`src/rtl/reg8_share_arbiter_if.sv`:
```
// ---------------------------------------------------------------------------
// reg8_share_arbiter_if
// Bundle between N_REQ producers and the shared 8-bit register arbiter.
//   req        : per-requester write request (level, held until ack)
//   wdata_flat : requester i data in bits [8*i+7:8*i]
//   ack        : one-hot, one-cycle pulse; that requester's data was written
//   rdata      : current shared register contents
//   owner      : index of the last requester written
//   busy       : cooldown active, no grants possible
// Modports: master = producer side, slave = arbiter side.
// ---------------------------------------------------------------------------
interface reg8_share_arbiter_if #(
    parameter int N_REQ = 4
);
    localparam int OW = (N_REQ <= 2) ? 1 : $clog2(N_REQ);

    logic [N_REQ-1:0]   req;
    logic [8*N_REQ-1:0] wdata_flat;
    logic [N_REQ-1:0]   ack;
    logic [7:0]         rdata;
    logic [OW-1:0]      owner;
    logic               busy;

    modport master (
        output req, wdata_flat,
        input  ack, rdata, owner, busy
    );

    modport slave (
        input  req, wdata_flat,
        output ack, rdata, owner, busy
    );
endinterface

```
`src/rtl/reg8_share_arbiter.sv`:
```
// ---------------------------------------------------------------------------
// reg8_share_arbiter
// Round-robin arbiter that shares one 8-bit register among N_REQ producers.
// A granted requester's data is captured into the register and acknowledged
// with a one-cycle pulse; the register is then held for HOLD_CYC cycles
// before the next grant so downstream logic sees a stable value.
// Ports:
//   clk : system clock, rising edge
//   rst : asynchronous active-low reset
//   bus : reg8_share_arbiter_if.slave (req, wdata_flat in; ack, rdata,
//         owner, busy out)
// ---------------------------------------------------------------------------
module reg8_share_arbiter #(
    parameter int N_REQ    = 4,
    parameter int HOLD_CYC = 2
) (
    input  logic                 clk,
    input  logic                 rst,
    reg8_share_arbiter_if.slave  bus
);
    localparam int OW = (N_REQ <= 2) ? 1 : $clog2(N_REQ);
    localparam logic [3:0] HOLD_INIT = 4'((HOLD_CYC > 0) ? HOLD_CYC - 1 : 0);

    typedef enum logic {IDLE, HOLD} state_t;

    state_t           state_reg, state_next;
    logic [3:0]       cnt_reg, cnt_next;
    logic [OW-1:0]    ptr_reg, ptr_next;
    logic [OW-1:0]    owner_reg, owner_next;
    logic [N_REQ-1:0] ack_reg, ack_next;
    logic [7:0]       rdata_reg, rdata_next;

    logic [N_REQ-1:0] elig;
    logic             sel_valid;
    logic [OW-1:0]    sel_idx;
    logic [7:0]       wdata_arr [N_REQ];

    for (genvar gi = 0; gi < N_REQ; gi++) begin : g_unpack
        assign wdata_arr[gi] = bus.wdata_flat[8*gi +: 8];
    end

    // A requester whose ack is currently high has already been served for
    // this request; masking it guarantees one write per ack.
    assign elig = bus.req & ~ack_reg;

    // First eligible index searching ptr, ptr+1, ... with wrap-around.
    always_comb begin
        int idx;
        sel_valid = 1'b0;
        sel_idx   = '0;
        idx       = 0;
        for (int k = 0; k < N_REQ; k++) begin
            idx = int'(ptr_reg) + k;
            if (idx >= N_REQ) begin
                idx = idx - N_REQ;
            end
            if (!sel_valid && elig[idx]) begin
                sel_valid = 1'b1;
                sel_idx   = OW'(idx);
            end
        end
    end

    always_comb begin
        state_next = state_reg;
        cnt_next   = cnt_reg;
        ptr_next   = ptr_reg;
        owner_next = owner_reg;
        rdata_next = rdata_reg;
        ack_next   = '0;
        case (state_reg)
            IDLE: begin
                if (sel_valid) begin
                    rdata_next = wdata_arr[sel_idx];
                    ack_next   = N_REQ'(1) << sel_idx;
                    owner_next = sel_idx;
                    ptr_next   = (int'(sel_idx) == N_REQ - 1) ? '0 : sel_idx + OW'(1);
                    if (HOLD_CYC > 0) begin
                        state_next = HOLD;
                        cnt_next   = HOLD_INIT;
                    end
                end
            end
            HOLD: begin
                // Loaded with HOLD_CYC-1, so leaving at zero gives exactly
                // HOLD_CYC cycles of cooldown.
                if (cnt_reg == 4'd0) begin
                    state_next = IDLE;
                end else begin
                    cnt_next = cnt_reg - 4'd1;
                end
            end
            default: state_next = IDLE;
        endcase
    end

    always_ff @(posedge clk or negedge rst) begin
        if (!rst) begin
            state_reg <= IDLE;
            cnt_reg   <= '0;
            ptr_reg   <= '0;
            owner_reg <= '0;
            ack_reg   <= '0;
            rdata_reg <= 8'h00;
        end else begin
            state_reg <= state_next;
            cnt_reg   <= cnt_next;
            ptr_reg   <= ptr_next;
            owner_reg <= owner_next;
            ack_reg   <= ack_next;
            rdata_reg <= rdata_next;
        end
    end

    assign bus.ack   = ack_reg;
    assign bus.rdata = rdata_reg;
    assign bus.owner = owner_reg;
    assign bus.busy  = (state_reg == HOLD);
endmodule

```
`src/flat_wrapper.sv`:
```
// flat-port wrapper written by rule: the top's interface ports become plain ports
module reg8_share_arbiter_flat 
#(
    parameter int N_REQ    = 4,
    parameter int HOLD_CYC = 2
)
  (clk, rst, bus_req, bus_wdata_flat, bus_ack, bus_rdata, bus_owner, bus_busy);
  reg8_share_arbiter_if #(.N_REQ(N_REQ)) bus_i ();
  input  logic clk;
  input  logic rst;
  input wire logic [$bits(bus_i.req)-1:0] bus_req;
  input wire logic [$bits(bus_i.wdata_flat)-1:0] bus_wdata_flat;
  output wire logic [$bits(bus_i.ack)-1:0] bus_ack;
  output wire logic [$bits(bus_i.rdata)-1:0] bus_rdata;
  output wire logic [$bits(bus_i.owner)-1:0] bus_owner;
  output wire logic [$bits(bus_i.busy)-1:0] bus_busy;
  assign bus_i.req = bus_req;
  assign bus_i.wdata_flat = bus_wdata_flat;
  assign bus_ack = bus_i.ack;
  assign bus_rdata = bus_i.rdata;
  assign bus_owner = bus_i.owner;
  assign bus_busy = bus_i.busy;
  reg8_share_arbiter #(.N_REQ(N_REQ), .HOLD_CYC(HOLD_CYC)) u_core (.clk(clk), .rst(rst), .bus(bus_i));
endmodule
```
`config.mk`:
```
export PLATFORM = sky130hd
export DESIGN_NAME = reg8_share_arbiter_flat
export DESIGN_NICKNAME = d
export VERILOG_FILES = /design/src/rtl/reg8_share_arbiter_if.sv /design/src/rtl/reg8_share_arbiter.sv /design/src/flat_wrapper.sv
export SDC_FILE = /design/constraint.sdc
export NUM_CORES = 1
export LEC_CHECK = 0
export ABC_CLOCK_PERIOD_IN_PS = 1700
export CAP_MARGIN = 20
export CORE_UTILIZATION = 38
export DETAILED_ROUTE_END_ITERATION = 10
export PLACE_DENSITY = 0.73
export SKIP_LAST_GASP = 1
export SLEW_MARGIN = 10
export SYNTH_ARGS = -nofsm -noshare
export SYNTH_HDL_FRONTEND = slang
export SYNTH_SLANG_ARGS = --single-unit
export TNS_END_PERCENT = 1
```
`constraint.sdc`:
```
create_clock -name clk -period 1.7 [get_ports clk]
set_input_delay 0.255 -clock clk [delete_from_list [all_inputs] [get_ports clk]]
set_output_delay 0.255 -clock clk [all_outputs]
set_load 0.05 [all_outputs]
```
==> results.tsv, run 1 <==
metric	value	unit
tritoncts	done	
cellPowerDensity	1830	mW/mm^2
cts.root.buffer_cell	sky130_fd_sc_hd__clkbuf_4	
ios	53	
groute.usage.overall	19.2	%
failing_checks	negative setup slack	
post_route_cells_drive_above_1_share	37.8	%
clock_skew	0.00840	ns
clkPwrFrac	6.5	%
critical_path.cell_chain	clkdlybuf4s50_1, nor2b_4, o211ai_1, a311oi_4, buf_6, clkbuf_16, mux2i_4, o221ai_2	
dpl.hpwl	2300	um
setup_viol	9	
synthMuxAreaShare	13.1	%
nets	221	
critPathKind	input pin to register	
layout.cells.most_common	sky130_fd_sc_hd__clkdlybuf4s50_1	
antenna_found_initial	0	
synth-adder-area-share	2.04	%
synth-compound-area-share	17.6	%
syn_avg_cell_area	11.1	sq um
worst_path_dominant_cell_family	buffers and inverters	
area_of_the_mapped_netlist	0.00122	sq mm
totalWireLength	3200	um
timing_hold_violations_final	0	
diodes	0	
layout_min_cycle_time	1.80	ns
clockBufferDepth	2	
p_int	0.00200	W
drcViolationCount	0	
layout_common_cells	sky130_fd_sc_hd__clkdlybuf4s50_1, sky130_fd_sc_hd__buf_4, sky130_fd_sc_hd__dfrtp_1, sky130_fd_sc_hd__nand2_1	
drt_pass1_iterations	4	
power.sequential.fraction	23.9	%
yosysSeqAreaShare	42.9	%
initial_drc_count	42	
vias	1121	
biggest_fanout_along_the_worst_timing_path	5	
cts_h_tree_depth	1	
sink_count	21	
number_of_library_cell_types_mapped_by_synthesis	34	
leakagePower	0.886	nW
clock_latency_at_the_later_pin_of_the_worst_skew_pair	0.30	ns
timing.final.max_slew_violations	0	
xor_and_xnor_area_share_after_synthesis	0.715	%
grt_first_pass_wirelength	4970	um
number_of_warning_messages_in_the_yosys_log	0	
die_area	0.00345	sq mm
status	finished with violations	
post_drt_wl_per_cell	14.3	um
max_cap_viol_count	0	
fp.dieW	58.8	um
first_global_vias	1140	
syn2layout_area_growth	66.4	%
routabilityCongestion	0.850	
maximum_number_of_pins_on_one_net_before_global_route_repair	22	
crit_path_top_delay_cell	sky130_fd_sc_hd__clkdlybuf4s50_1	
die-height	58.8	um
cp_data_required_time	1.88	ns
dominant_combinational_cell_family_by_area_after_synthesis	simple AND/OR/NAND/NOR gates	
postSynthNetCount	150	
holdWs	0.291	ns
finalCritPeriodShare	106	%
synth_simple_gate_area_share	18.8	%
grt_overflow	0	
netSwitchingFraction	46.4	%
largest_register_ffs	8	
setup_total_negative_slack	-0.565	ns
tightest_slew	0.307	ns
achievable-frequency	0.555	GHz
fp.coreArea	0.00305	sq mm
start_kind	input pin	
critPathBufInv	3	
drt-vias-per-instance	5.00	
ir_drop	1080	uV
synth.ff_latch_count	21	
synthCells	110	
power.share.combinational	69.6	%
endpoint_kind	register	
rsz0062_at_grt	true	
max_slew_margin	79.4	%
final.setup.worst_slack	-0.100	ns
numCtsBuffers	3	
core.rowCount	20	
min_path_type	input pin to asynchronous set/reset pin	
postRouteAntennaNets	0	
initial_core_util	40.1	%
stage_delay_of_the_slowest_cell_on_the_critical_path	0.48	ns
cts.reportedPaths.clkPinSlew	0.12	ns
power.net_switching	0.00173	W
critPathArrivalTime	1.99	ns
port-buffer-count	52	
==> metrics by stage <==
step,worst slack (ns),utilization (%),cell area [sq um],total power (W),instances
detailed placement,-0.452,61.8,1890,0.00319,217
CTS,-0.0707,64.8,1980,0.00361,223
floorplan,-0.121,-,1240,0.00245,110
finish,-0.100,66.8,2040,0.00372,224
global route,-0.125,66.8,2040,0.00397,224
global placement,-0.382,61.8,1890,0.00314,217
==> final cells by class <==
cell class | instances | area (sq um)
clock buffers | 4 | 26.3
fillers | 242 | 1010
inverters | 5 | 18.8
multi-input cells | 79 | 728
flip-flops and latches | 21 | 531
well taps | 44 | 55.1
repair buffers | 71 | 679
==> what timing repair did <==
action                     CTS  global route
buffers inserted             1             0
pin swaps                    1             0
setup endpoints to repair   11            10
resized for setup            8             7
gates cloned                 1             1
hold buffers                 0             0
==> Yosys cell counts <==
cell type / instances / area [sq um]
sky130_fd_sc_hd__nor3b_1: 3 / 22.5
sky130_fd_sc_hd__nor2_1: 7 / 26.3
sky130_fd_sc_hd__nor4_1: 1 / 6.26
sky130_fd_sc_hd__o21ai_0: 3 / 15.0
sky130_fd_sc_hd__nand2b_4: 2 / 27.5
sky130_fd_sc_hd__or3b_1: 1 / 8.76
sky130_fd_sc_hd__o31ai_1: 1 / 7.51
sky130_fd_sc_hd__a21oi_1: 1 / 5.00
sky130_fd_sc_hd__nand3_1: 1 / 5.00
sky130_fd_sc_hd__a21boi_1: 1 / 7.51
sky130_fd_sc_hd__o211ai_1: 1 / 7.51
sky130_fd_sc_hd__a31oi_1: 1 / 6.26
sky130_fd_sc_hd__inv_2: 1 / 3.75
sky130_fd_sc_hd__nor3_1: 1 / 5.00
sky130_fd_sc_hd__nor4b_1: 1 / 8.76
sky130_fd_sc_hd__ha_1: 2 / 25.0
sky130_fd_sc_hd__a41oi_4: 1 / 27.5
sky130_fd_sc_hd__o221ai_2: 8 / 120
sky130_fd_sc_hd__a311oi_1: 1 / 8.76
sky130_fd_sc_hd__nand2b_2: 2 / 17.5
sky130_fd_sc_hd__clkbuf_1: 1 / 3.75
sky130_fd_sc_hd__nand2_4: 1 / 11.3
sky130_fd_sc_hd__inv_1: 4 / 15.0
sky130_fd_sc_hd__buf_6: 2 / 22.5
sky130_fd_sc_hd__and3_1: 1 / 6.26
sky130_fd_sc_hd__and2_1: 1 / 6.26
sky130_fd_sc_hd__mux2i_1: 16 / 160
sky130_fd_sc_hd__nand2_1: 17 / 63.8
sky130_fd_sc_hd__nand2b_1: 1 / 6.26
sky130_fd_sc_hd__xnor2_1: 1 / 8.76
sky130_fd_sc_hd__nor2b_2: 1 / 8.76
sky130_fd_sc_hd__buf_4: 2 / 15.0
sky130_fd_sc_hd__dfrtp_1: 21 / 526
sky130_fd_sc_hd__a41o_1: 1 / 10.0
==> metal layers <==
metal	routed length, um	up-vias	track usage [%]
met5	0	-	0
met4	23	0	6.12
met3	117	2	1.98
met2	1680	34	34.3
met1	1370	545	24.1
li1	-	540	-
==> worst paths after layout <==
| kind | from | endpoint | slack (ns) | depth (start not counted) |
|---|---|---|---|---|
| worst max-delay path | bus_req[2] | u_core.bus.rdata[0] | -0.10 | 8 |
| worst min-delay path | rst | u_core.bus.owner[0] | 0.29 | 2 |
| worst max register to register | u_core.bus.ack[2] | u_core.bus.rdata[0] | -0.08 | 7 |
| worst min register to register | u_core.bus.owner[1] | u_core.bus.owner[1] | 0.50 | 2 |
| max in group asynchronous | rst | u_core.bus.ack[3] | 1.17 | 2 |
| min in group clk | u_core.bus.owner[1] | u_core.bus.owner[1] | 0.50 | 2 |
==> cell families (layout without fill, tap and decap cells) <==
logic type / Yosys count / count (layout)
simple gates: 41 / 41
flops: 21 / 21
compound gates: 19 / 19
mux: 16 / 16
buf+inv: 10 / 80
fa+ha+maj: 2 / 2
xor+xnor: 1 / 1
==> power groups by stage <==
stage	registers, W	clock network [W]	logic (W)
floorplan	0.00141	0	0.00105
global placement	0.000884	0	0.00226
detailed placement	0.000891	0	0.00230
CTS	0.000891	0.000248	0.00247
global route	0.000916	0.000270	0.00278
finish	0.000892	0.000241	0.00259
Note: power is estimated with default switching activity, not from simulation.
==> run 2, diff against run 1 <==
--- a/config.mk
+++ b/config.mk
@@ -5,7 +5,7 @@
 export SDC_FILE = /design/constraint.sdc
 export NUM_CORES = 1
 export LEC_CHECK = 0
-export ABC_CLOCK_PERIOD_IN_PS = 1700
+export ABC_CLOCK_PERIOD_IN_PS = 1500
 export CAP_MARGIN = 20
 export CORE_UTILIZATION = 38
 export DETAILED_ROUTE_END_ITERATION = 10
==> constraint.sdc (replaced) <==
create_clock -name clk -period 1.5 [get_ports clk]
set_input_delay 0.225 -clock clk [delete_from_list [all_inputs] [get_ports clk]]
set_output_delay 0.225 -clock clk [all_outputs]
set_load 0.05 [all_outputs]
==> run 2 against run 1 <==
  * The flow still finishes with violations (negative setup slack)
  * Non-clock buffer count grew 5
  * Utilization grew 0.61 points
  * Setup slack lost 0.20 ns
  * Die area is the same
  * Highest routed layer unchanged
  * Largest cell class is now non-clock buffers
  * Critical path depth shrank 2
  * Clock skew shrank 0.0043 ns
  * Via count grew 1.5%
  * Sequential share of layout area shrank 0.24 points
  * Critical path type is now register to register
  * Sequential power grew 15%
==> results.tsv, run 2 (synthesized netlist as in run 1, its figures left out) <==
metric	value	unit	change
status	finished with violations		
failing_checks	negative setup slack		
max_slew_margin	79.4	%	about the same
sequential_cell_area	531	sq um	unchanged
fp.dieW	58.8	um	unchanged
layout.cells.most_common	sky130_fd_sc_hd__clkdlybuf4s50_1		
worst_path_dominant_cell_family	flip-flops		
sink_count	21		unchanged
final.setup.worst_slack	-0.297	ns	-0.197 ns
rsz0062_at_grt	true		
die_area	0.00345	sq mm	unchanged
maximum_number_of_pins_on_one_net_before_global_route_repair	22		unchanged
diodes	0		unchanged
drcViolationCount	0		unchanged
final-instance-count-excl-fill	229		+2.2%
first_global_vias	1157		+1.5%
min_path_type	input pin to asynchronous set/reset pin		
die-height	58.8	um	unchanged
finalCritPeriodShare	120	%	
cp_data_required_time	1.70	ns	-0.18 ns
tritoncts	done		
ios	53		unchanged
biggest_fanout_along_the_worst_timing_path	5		unchanged
cts_h_tree_depth	1		unchanged
ir_drop	1280	uV	+19%
combined_area_of_the_multi_input_logic_cells	692	sq um	-5.0%
timing.final.max_slew_violations	0		unchanged
stage_delay_of_the_slowest_cell_on_the_critical_path	0.44	ns	-0.04 ns
nets	226		+2.3%
grt_overflow	0		unchanged
drt-vias-per-instance	4.97		-0.70%
fp.coreArea	0.00305	sq mm	unchanged
initial_drc_count	33		-21%
critical_path.cell_chain	nand2b_4, o211ai_1, a311oi_4, bufbuf_16, buf_4, nor3b_1		
antenna_found_initial	0		unchanged
dpl_worst_slack	-0.635	ns	-0.183 ns
max_cap_viol_count	0		unchanged
post-route-cell-area	0.00206	sq mm	+0.92%
clock_skew	0.00415	ns	-0.00425 ns
cellPowerDensity	2080	mW/mm^2	+14%
setup_viol	16		+7
initial_core_util	40.1	%	unchanged
postRouteAntennaNets	0		unchanged
critPathKind	register to register		
groute.usage.overall	18.9	%	-0.23 points
achievable-frequency	0.556	GHz	
layout_common_cells	sky130_fd_sc_hd__clkdlybuf4s50_1, sky130_fd_sc_hd__buf_4, sky130_fd_sc_hd__dfrtp_1, sky130_fd_sc_hd__nand2_1, sky130_fd_sc_hd__mux2i_1		
port-buffer-count	52		unchanged
leakagePower	0.925	nW	+4.4%
final_core_util	67.4	%	+0.61 points
drt_pass1_iterations	4		unchanged
post_drt_wl_per_cell	13.8	um	-3.2%
clockBufferDepth	2		unchanged
grt_first_pass_wirelength	4930	um	-0.82%
critPathArrivalTime	1.99	ns	about the same
vias	1138		+1.5%
cts-hold-fix-buffers	0		unchanged
layout.filler_cells	247		+2.1%
cts.reportedPaths.clkPinSlew	0.12	ns	about the same
syn2layout_area_growth	67.9	%	
crit_path_top_delay_cell	sky130_fd_sc_hd__dfrtp_2		
dpl.hpwl	2350	um	+1.8%
largest_register_ffs	8		unchanged
timing_hold_violations_final	0		unchanged
layout_min_cycle_time	1.80	ns	
routabilityCongestion	0.874		+2.8%
endpoint_kind	register		
critPathBufInv	2		-1
core.rowCount	20		unchanged
tightest_slew	0.306	ns	-0.000918 ns
start_kind	register		
cts.root.buffer_cell	sky130_fd_sc_hd__clkbuf_4		
post_route_cells_drive_above_1_share	37.3	%	-0.48 points
placed_cell_area	0.00195	sq mm	+3.3%
totalWireLength	3160	um	-1.0%
report.power.total	0.00428	W	+15%
place.detailed.instances	222		+2.3%
clock_latency_at_the_later_pin_of_the_worst_skew_pair	0.30	ns	about the same
numCtsBuffers	3		unchanged
[run 2: per-stage QoR]
step	hold WS, ns	TNS (ns)
after floorplan	-0.0706	-3.50
after global placement	0.467	-7.96
after detailed placement	0.480	-8.57
after CTS	0.251	-3.66
after global routing	0.267	-5.03
final	0.253	-3.58
[run 2: worst register-to-register path, cell delays in order, from the launching register on]
cell,delay [ns]
sky130_fd_sc_hd__dfrtp_2,0.44
sky130_fd_sc_hd__nand2b_4,0.15
sky130_fd_sc_hd__o211ai_1,0.25
sky130_fd_sc_hd__a311oi_4,0.15
sky130_fd_sc_hd__bufbuf_16,0.30
sky130_fd_sc_hd__buf_4,0.14
sky130_fd_sc_hd__nor3b_1,0.26
[run 2: cell type report]
type                    instances  share of cell area [%]
clock buffers                   3                    1.09
repair buffers                 76                    35.6
well taps                      44                    2.68
inverters                       5                   0.912
clock inverters                 1                   0.243
multi-input cells              79                    33.6
flip-flops and latches         21                    25.8
[run 2: what timing repair did]
item,4_1_cts,5_1_grt
setup endpoints to repair,16,20
gates cloned,1,0
gates resized for setup,4,4
pin swaps,3,0
hold endpoints to repair,0,0
setup buffers,2,0
[run 2: metal layers]
| metal | part of all wire (%) | GRT usage (%) | up-vias |
|---|---|---|---|
| met5 | 0 | 0 | - |
| met4 | 2.6 | 10.5 | 0 |
| met3 | 3.6 | 1.76 | 10 |
| met2 | 53 | 32.1 | 34 |
| met1 | 41 | 23.6 | 547 |
| li1 | - | - | 547 |
[run 2: power breakdown]
part,internal (W),switching [W]
Sequential,0.000824,0.000203
Clock,0.0000993,0.000170
Combinational,0.00140,0.00159
Total,0.00232,0.00196
[run 2: worst paths after layout]
path	startpoint	endpoint	slack [ns]	cells past startpoint
max	u_core.bus.ack[0]	u_core.bus.ack[1]	-0.30	6
min	rst	u_core.bus.rdata[5]	0.25	2
max reg2reg	u_core.bus.ack[0]	u_core.bus.ack[1]	-0.30	6
min reg2reg	u_core.bus.rdata[6]	u_core.bus.rdata[6]	0.50	2
max in group asynchronous	rst	u_core.bus.ack[2]	1.02	2
min in group clk	u_core.bus.rdata[6]	u_core.bus.rdata[6]	0.50	2
==> run 3, diff against run 2 <==
--- a/config.mk
+++ b/config.mk
@@ -9,7 +9,7 @@
 export CAP_MARGIN = 20
 export CORE_UTILIZATION = 38
 export DETAILED_ROUTE_END_ITERATION = 10
-export PLACE_DENSITY = 0.73
+export PLACE_DENSITY = 0.77
 export SKIP_LAST_GASP = 1
 export SLEW_MARGIN = 10
 export SYNTH_ARGS = -nofsm -noshare
==> run 3 against run 2 <==
  * The flow still finishes with violations (negative setup slack)
  * Routed wire length up 18%
  * Via count up 1.4%
  * Sequential power about the same
  * Die area unchanged
  * Register-to-register slack worse by 0.06 ns
  * Critical path type unchanged
  * Largest cell class unchanged
  * Largest power group unchanged
  * Highest routed layer unchanged
==> results.tsv, run 3 (synthesized netlist as in run 1, its figures left out) <==
metric	value	unit	change
post-route-cell-area	0.00212	sq mm	+2.9%
min_path_type	input pin to asynchronous set/reset pin		
drcViolationCount	0		unchanged
final-instance-count-excl-fill	227		-0.87%
postRouteAntennaNets	0		unchanged
worst_r2r_startpoint	u_core.bus.ack[2]		
regToRegSetupSlack	-0.36	ns	-0.06 ns
sink_count	21		unchanged
cp_data_required_time	1.70	ns	about the same
failing_checks	negative setup slack		
clock_skew	0.00883	ns	+0.00468 ns
critPathArrivalTime	2.06	ns	+0.07 ns
first_global_vias	1207		+4.3%
grt_overflow	0		unchanged
die_area	0.00345	sq mm	unchanged
status	finished with violations		
timing.final.max_slew_violations	0		unchanged
clockBufferDepth	2		unchanged
place.detailed.instances	219		-1.4%
maximum_number_of_pins_on_one_net_before_global_route_repair	22		unchanged
tightest_slew	0.399	ns	+0.0934 ns
vias	1154		+1.4%
drt_pass1_iterations	6		+2
core.rowCount	20		unchanged
crit-reg2reg-capture	u_core.bus.rdata[4]		
final.setup.worst_slack	-0.361	ns	-0.0635 ns
drt-vias-per-instance	5.08		+2.3%
syn2layout_area_growth	72.7	%	
rsz0062_at_grt	true		
leakagePower	0.928	nW	+0.36%
setup_viol	18		+2
totalWireLength	3720	um	+18%
finalCritPeriodShare	124	%	+4.2 points
diodes	0		unchanged
cts_h_tree_depth	1		unchanged
post_drt_wl_per_cell	16.4	um	+19%
fp.coreArea	0.00305	sq mm	unchanged
layout_common_cells	sky130_fd_sc_hd__clkdlybuf4s50_1, sky130_fd_sc_hd__buf_4, sky130_fd_sc_hd__dfrtp_1, sky130_fd_sc_hd__nand2_1, sky130_fd_sc_hd__mux2i_1		
cellPowerDensity	2120	mW/mm^2	+1.8%
clock_latency_at_the_later_pin_of_the_worst_skew_pair	0.31	ns	about the same
report.power.total	0.00448	W	+4.7%
endpoint_kind	register		
port-buffer-count	52		unchanged
layout_min_cycle_time	1.86	ns	+0.0635 ns
start_kind	register		
max_cap_viol_count	0		unchanged
dpl_worst_slack	-0.733	ns	-0.0976 ns
critPathKind	register to register		
post_route_cells_drive_above_1_share	37.7	%	+0.41 points
layout.cells.most_common	sky130_fd_sc_hd__clkdlybuf4s50_1		
initial_drc_count	46		+39%
max_slew_margin	73.2	%	-6.3 points
grt_first_pass_wirelength	5830	um	+18%
placed_cell_area	0.00198	sq mm	+1.4%
routabilityCongestion	0.866		-0.94%
die-height	58.8	um	unchanged
antenna_found_initial	0		unchanged
worst_r2r_path_depth	7		+1
ir_drop	820	uV	-36%
cts.reportedPaths.clkPinSlew	0.12	ns	about the same
ios	53		unchanged
groute.usage.overall	23.3	%	+4.4 points
cts.root.buffer_cell	sky130_fd_sc_hd__clkbuf_4		
fp.dieW	58.8	um	unchanged
dpl.hpwl	2700	um	+15%
biggest_fanout_along_the_worst_timing_path	6		+1
tritoncts	done		
achievable-frequency	0.537	GHz	-3.4%
timing_hold_violations_final	0		unchanged
initial_core_util	40.1	%	unchanged
largest_register_ffs	8		unchanged
numCtsBuffers	3		unchanged
nets	224		-0.88%
[run 3: how the worst max path moves through the flow]
stage / from / endpoint / slack [ns] / cells past startpoint
global route: u_core.bus.ack[2] / u_core.bus.rdata[4] / -0.43 / 7
finish: u_core.bus.ack[2] / u_core.bus.rdata[4] / -0.36 / 7
detailed placement: bus_req[2] / u_core.bus.rdata[1] / -0.73 / 7
global placement: bus_req[2] / u_core.bus.rdata[3] / -0.59 / 7
floorplan: u_core.bus.ack[1] / u_core.ptr_reg[1] / -0.32 / 7
CTS: u_core.bus.ack[2] / u_core.bus.rdata[6] / -0.29 / 7
[run 3: metal layers]
metal / vias to the layer above / GRT usage (%) / wire, um / share of wire (%)
li1: 548 / - / - / -
met1: 570 / 25.9 / 1460 / 39
met2: 28 / 42.7 / 2060 / 55
met3: 8 / 4.18 / 124 / 3.3
met4: 0 / 10.9 / 78 / 2.1
met5: - / 0 / 0 / 0
[run 3: timing repair]
item | in CTS | in global routing
pin swaps | 3 | 0
setup buffers | 3 | 0
endpoints found under the setup margin | 17 | 21
resized for setup | 12 | 0
gates cloned | 1 | 0
hold buffers | 0 | 0
[run 3: cell type report]
| cell class | count | area [sq um] |
|---|---|---|
| Tap cell | 44 | 55.1 |
| Timing Repair Buffer | 74 | 764 |
| Multi-Input combinational cell | 79 | 721 |
| Fill cell | 210 | 937 |
| Clock buffer | 4 | 26.3 |
| Inverter | 5 | 18.8 |
| Sequential cell | 21 | 531 |
[run 3: power breakdown]
part           internal [W]  total (W)  switching, W  leakage, nW
logic               0.00152    0.00315       0.00163        0.657
clock network      0.000104   0.000276      0.000172       0.0150
registers          0.000825    0.00106      0.000232        0.256
total               0.00245    0.00448       0.00204        0.928
[run 3: critical path: stages (launching register included)]
cell	delay, ns
sky130_fd_sc_hd__dfrtp_2	0.45
sky130_fd_sc_hd__nor2b_4	0.15
sky130_fd_sc_hd__o211ai_1	0.15
sky130_fd_sc_hd__a311oi_4	0.29
sky130_fd_sc_hd__buf_4	0.20
sky130_fd_sc_hd__buf_12	0.14
sky130_fd_sc_hd__mux2i_2	0.25
sky130_fd_sc_hd__o221ai_2	0.12
[run 3: per-stage QoR]
step / hold slack, ns / util (%) / TNS (ns)
2_1_floorplan: -0.0706 / - / -3.50
3_5_place_dp: 0.482 / 64.8 / -9.51
3_3_place_gp: 0.474 / 64.8 / -7.85
6_report: 0.241 / 69.3 / -3.63
4_1_cts: 0.242 / 69.3 / -3.13
5_1_grt: 0.244 / 69.3 / -5.53
